--- config.mk ---
export PLATFORM = sky130hd
export DESIGN_NAME = camara_buffer_wr
export DESIGN_NICKNAME = d
export VERILOG_FILES = /design/src/rtl/camara_buffer_wr.sv
export SDC_FILE = /design/constraint.sdc
export NUM_CORES = 1
export LEC_CHECK = 0
export CAP_MARGIN = 20
export CORE_ASPECT_RATIO = 1.5
export CORE_MARGIN = 4
export CORE_UTILIZATION = 50
export DETAILED_ROUTE_END_ITERATION = 8
export PLACE_DENSITY = 0.76
export SLEW_MARGIN = 10
export SYNTH_ARGS = -nofsm -noshare
export SYNTH_HDL_FRONTEND = slang
export SYNTH_SLANG_ARGS = --single-unit
export TNS_END_PERCENT = 5
--- constraint.sdc ---
create_clock -name p_clock -period 2.4 [get_ports p_clock]
set_input_delay 0.36 -clock p_clock [delete_from_list [all_inputs] [get_ports p_clock]]
set_output_delay 0.36 -clock p_clock [all_outputs]
set_load 0.005 [all_outputs]
--- src/rtl/camara_buffer_wr.sv ---
// Camera frame-buffer writer: RGB565 pixel stream -> RGB332 raster writes, with per-frame
// completeness pulses and a frame counter. Optional CAM_TEST_PATTERN_EN adds an 8-bar test pattern.
module camara_buffer_wr #(
    parameter int H_RES = 160,
    parameter int V_RES = 120,
    parameter int AW    = 15
) (
    input  logic          p_clock,
    input  logic          rst_n,
    input  logic [15:0]   pixel_data,
    input  logic          pixel_valid,
    input  logic          frame_done,
`ifdef CAM_TEST_PATTERN_EN
    input  logic          test_en,
`endif
    output logic          mem_we,
    output logic [AW-1:0] mem_addr,
    output logic [7:0]    mem_data,
    output logic          frame_ok,
    output logic          frame_err,
    output logic [7:0]    frame_cnt
);

    localparam int XW = (H_RES > 1) ? $clog2(H_RES) : 1;
    // y reaches V_RES after the last pixel of a full frame, so it needs one extra code
    localparam int YW = $clog2(V_RES + 1);
    localparam logic [AW:0] TOTAL = (AW + 1)'(H_RES * V_RES);

    typedef enum logic [1:0] {SYNC, CAPTURE, DONE} state_t;

    state_t          state_reg, state_next;
    logic [AW:0]     pix_cnt_reg, pix_cnt_next;
    logic [XW-1:0]   x_reg, x_next;
    logic [YW-1:0]   y_reg, y_next;
    logic            ovf_reg, ovf_next;
    logic            mem_we_next;
    logic [AW-1:0]   mem_addr_next;
    logic [7:0]      mem_data_next;
    logic            frame_ok_next, frame_err_next;
    logic [7:0]      frame_cnt_next;

    logic [AW:0]     base_cnt;
    logic [XW-1:0]   base_x;
    logic [YW-1:0]   base_y;
    logic            accept;

    always_ff @(posedge p_clock or negedge rst_n) begin
        if (!rst_n) begin
            state_reg   <= SYNC;
            pix_cnt_reg <= '0;
            x_reg       <= '0;
            y_reg       <= '0;
            ovf_reg     <= 1'b0;
            mem_we      <= 1'b0;
            mem_addr    <= '0;
            mem_data    <= '0;
            frame_ok    <= 1'b0;
            frame_err   <= 1'b0;
            frame_cnt   <= '0;
        end else begin
            state_reg   <= state_next;
            pix_cnt_reg <= pix_cnt_next;
            x_reg       <= x_next;
            y_reg       <= y_next;
            ovf_reg     <= ovf_next;
            mem_we      <= mem_we_next;
            mem_addr    <= mem_addr_next;
            mem_data    <= mem_data_next;
            frame_ok    <= frame_ok_next;
            frame_err   <= frame_err_next;
            frame_cnt   <= frame_cnt_next;
        end
    end

    always_comb begin
        state_next = state_reg;
        case (state_reg)
            SYNC:    if (frame_done) state_next = CAPTURE;
            CAPTURE: if (frame_done) state_next = DONE;
            DONE:    state_next = CAPTURE;
            default: state_next = SYNC;
        endcase
    end

`ifdef CAM_TEST_PATTERN_EN
    logic [2:0] bar;
    logic [7:0] bar_colour;
    always_comb begin
        bar = 3'((32'(base_x) * 32'd8) / 32'(H_RES));
        case (bar)
            3'd0:    bar_colour = 8'hFF;
            3'd1:    bar_colour = 8'hFC;
            3'd2:    bar_colour = 8'h1F;
            3'd3:    bar_colour = 8'h1C;
            3'd4:    bar_colour = 8'hE3;
            3'd5:    bar_colour = 8'hE0;
            3'd6:    bar_colour = 8'h03;
            default: bar_colour = 8'h00;
        endcase
    end
`endif

    always_comb begin
        // DONE restarts the frame, so a pixel arriving there lands at address 0
        base_cnt = (state_reg == DONE) ? '0 : pix_cnt_reg;
        base_x   = (state_reg == DONE) ? '0 : x_reg;
        base_y   = (state_reg == DONE) ? '0 : y_reg;
        accept   = pixel_valid &&
                   (((state_reg == CAPTURE) && (pix_cnt_reg < TOTAL)) || (state_reg == DONE));

        pix_cnt_next   = base_cnt;
        x_next         = base_x;
        y_next         = base_y;
        ovf_next       = (state_reg == DONE) ? 1'b0 : ovf_reg;
        mem_we_next    = 1'b0;
        mem_addr_next  = mem_addr;
        mem_data_next  = mem_data;
        frame_ok_next  = 1'b0;
        frame_err_next = 1'b0;
        frame_cnt_next = frame_cnt;

        if (state_reg == DONE) begin
            frame_ok_next  = (pix_cnt_reg == TOTAL) && !ovf_reg;
            frame_err_next = !((pix_cnt_reg == TOTAL) && !ovf_reg);
            frame_cnt_next = frame_cnt + 8'd1;
        end

        if (accept) begin
            mem_we_next   = 1'b1;
            mem_addr_next = base_cnt[AW-1:0];
`ifdef CAM_TEST_PATTERN_EN
            mem_data_next = test_en ? bar_colour
                                    : {pixel_data[15:13], pixel_data[10:8], pixel_data[4:3]};
`else
            mem_data_next = {pixel_data[15:13], pixel_data[10:8], pixel_data[4:3]};
`endif
            pix_cnt_next  = base_cnt + (AW + 1)'(1);
            if (base_x == XW'(H_RES - 1)) begin
                x_next = '0;
                y_next = base_y + YW'(1);
            end else begin
                x_next = base_x + XW'(1);
            end
        end else if (pixel_valid && (state_reg == CAPTURE)) begin
            ovf_next = 1'b1;
        end
    end

endmodule

==> run metrics <==
Final Cell Area=0.003062 mm²; filler instances=around 380; largest net degree at the start of global routing=54; number of flip-flops in the largest register=16; Final period util=0.8697; ys flop type=dfrtp_1; Root Buffer=clkbuf_8; post-synth top area share=0.5504; Syn. warnings=0; worst reg2reg path depth=6; register area=~0.0013 mm²; final core occ=0.6686; Max Clk Rate=0.4791 GHz; 1st-iter DRT viols=93; Async S/R FF share, synth=1.000; core area=~0.0046 mm²; clock sink total=53; post-synth top area cell=dfrtp_1; Critical Path Sink Type=flip-flop; min-delay worst type=input port to async pin; CTS Buf Count=5; Slew @ Worst Pin=0.6401 ns; post-route insts no fill=between 300 and 400; crit path max fanout=8; clk_lat worst skew=~0.32 ns; CP Data Arrival Time=between 2 and 2.5 ns; Placed Instance Area=0.002947 mm²; ANT nets after route=0; HPWL after DPL=roughly 3200 µm; Layout area overhead=27.05%; clk_skew=between 0.01 and 0.015 ns; Setup Fix Bufs, Post-CTS=0; initial antenna violation count=0; Detailed Route WL=around 4500 µm; num ports=54; flop and latch count out of synthesis=53; global-route met1 utilization=0.2147; nets=284; Multi-input gate area=980.9 µm²; DRC Markers=0; Via-to-Cell Ratio=5.352; min Tclk post-route=about 2.1 ns; Top Usage Layer GRT=met2; vias in the first global route=1821; Final Wtd Congestion=slightly below 0.9; power consumption=just under 0.003 W; routed vias=roughly 1800; cell area after synthesis=~0.0024 mm²; Yosys cell types=40; Final setup viols=0; crit path kind=flip-flop to flip-flop; Final Hold Viols=0; DR WL/cell=about 14 µm; CP required=2.63 ns; Clk pin slew, worst setup/hold paths=roughly 0.10 ns; Post-synth EDFFs=0; Resized cells post-CTS=0; DR pass1 iterations=4; global-route wire length before repair=just over 8000 µm; CTS Buffer Depth=2; Startpoint Class=flip-flop; Max-Cap Viols=0; Starting Density=0.5262; Syn Inst Count=about 210; GRT met2 Usage=0.2879; VDD IR max=0.6646 mV; Power Density=a little under 1000 mW/mm²; # rows=30; relative slew slack=0.5733; Mapped Avg Cell Area=11.42 µm²; largest cells by area after synthesis=dfrtp_1 (55%), mux2i_1 (5.8%), mux2_4 (4.4%); Synth Net Count=233; Seq/Total Area, Yosys=0.5504; M3 GR Usage=0.04207; hold-fix buffers at CTS=0; Total GRT Usage=0.1734; Port Buffers=45; share of cells above drive strength 1=0.1103; Setup TNS=0 ns; status=complete, no violations; grt ovf=0; LEAKAGE=roughly 1.3 nW; H-tree Lvls=2; placed cells=319; CTS tree=built; Die H=93.03 µm; unrepaired setup endpoints after global routing=false; pins over their slew limit=0; antenna diode count=0; DIE AREA=0.006017 mm²; chip width=64.69 µm
[path summary, 6_finish.rpt]
kind	slack, ns	startpoint	end
min	0.15	rst_n	pix_cnt_reg[14]$_DFF_PN0_
max	0.31	state_reg[0]$_DFFE_PN0P_	pix_cnt_reg[14]$_DFF_PN0_
max reg2reg	0.31	state_reg[0]$_DFFE_PN0P_	pix_cnt_reg[14]$_DFF_PN0_
min in group p_clock	0.48	frame_cnt[7]$_DFFE_PN0P_	frame_cnt[7]$_DFFE_PN0P_
max in group asynchronous	1.83	rst_n	ovf_reg$_DFF_PN0_
min reg2reg	0.48	frame_cnt[7]$_DFFE_PN0P_	frame_cnt[7]$_DFFE_PN0P_
[cells in the mapped netlist (2+ instances only)]
master,number
a21oi_1,6
and2_1,4
and3_1,3
and4_1,2
buf_2,4
buf_6,2
dfrtp_1,53
ha_1,2
inv_1,15
mux2_2,4
mux2_4,7
mux2i_1,14
nand2_1,21
nand2b_1,5
nand3_1,12
nand4_1,5
nor2_1,3
nor4_1,7
o21ai_0,2
o21ai_1,4
o31ai_1,5
or3_1,5
or4_1,2
xnor2_1,8
[cells by family after synthesis]
group / count (synthesis) / share of synthesized area
AO/OA/AOI/OAI: 25 / 0.07322
XOR/XNOR: 9 / 0.03271
adder cells (fa/ha/maj): 2 / 0.01038
buffers and inverters: 22 / 0.04257
flip-flops: 53 / 0.5504
multiplexers: 25 / 0.1205
AND/OR/NAND/NOR: 75 / 0.1703
[power breakdown]
group / switching, W / leakage, nW / internal [W]
sequential: 0.000183 / 0.701 / 0.00111
clock: 0.000305 / 0.0543 / 0.000312
combinational: 0.000425 / 0.537 / 0.000646
total: 0.000912 / 1.29 / 0.00207
[cells in the final DEF, fill, tap and decap left out, types with 2 or more instances in the layout]
cell type,synthesis,final
a21oi_1,6,6
and2_1,4,4
and3_1,3,3
and4_1,2,2
buf_4,0,5
clkbuf_8,0,5
clkdlybuf4s50_1,0,44
dfrtp_1,53,53
ha_1,2,2
inv_1,15,15
mux2_2,4,4
mux2_4,7,7
mux2i_1,14,14
nand2_1,21,21
nand2b_1,5,5
nand3_1,12,12
nand4_1,5,5
nor2_1,3,3
nor4_1,7,7
o21ai_0,2,2
o21ai_1,4,4
o31ai_1,5,5
or3_1,5,5
or4_1,2,2
xnor2_1,8,8
[area by class of cell]
| type | count | area share |
|---|---|---|
| flip-flops and latches | 53 | 0.4332 |
| multi-input cells | 136 | 0.3204 |
| repair buffers | 51 | 0.1643 |
| well taps | 64 | 0.02615 |
| clock buffers | 5 | 0.02248 |
| inverters | 15 | 0.01839 |
| clock inverters | 3 | 0.01512 |
[through the flow]
step	hold slack [ns]	setup WS (ns)
final	0.1485	0.3128
after global routing	0.2076	0.03917
after CTS	0.1741	0.2788
after detailed placement	0.4697	0.1852
after global placement	0.4602	0.2240
after floorplan	0.06441	0.5483
[per-layer routing]
layer / vias up / wire [µm]
met3: 7 / 188
met4: 0 / 97
met1: 844 / 1918
met2: 46 / 2307
met5: - / 0
li1: 853 / -
[worst max-delay path: stages (launching register included)]
cell and delay (ns):
dfrtp_1 0.45, nand2b_1 0.20, and2_1 0.22, ha_1 0.23, nand4_1 0.23, or3_1 0.41, o32ai_1 0.26
Note: power is estimated with default switching activity, not from simulation.
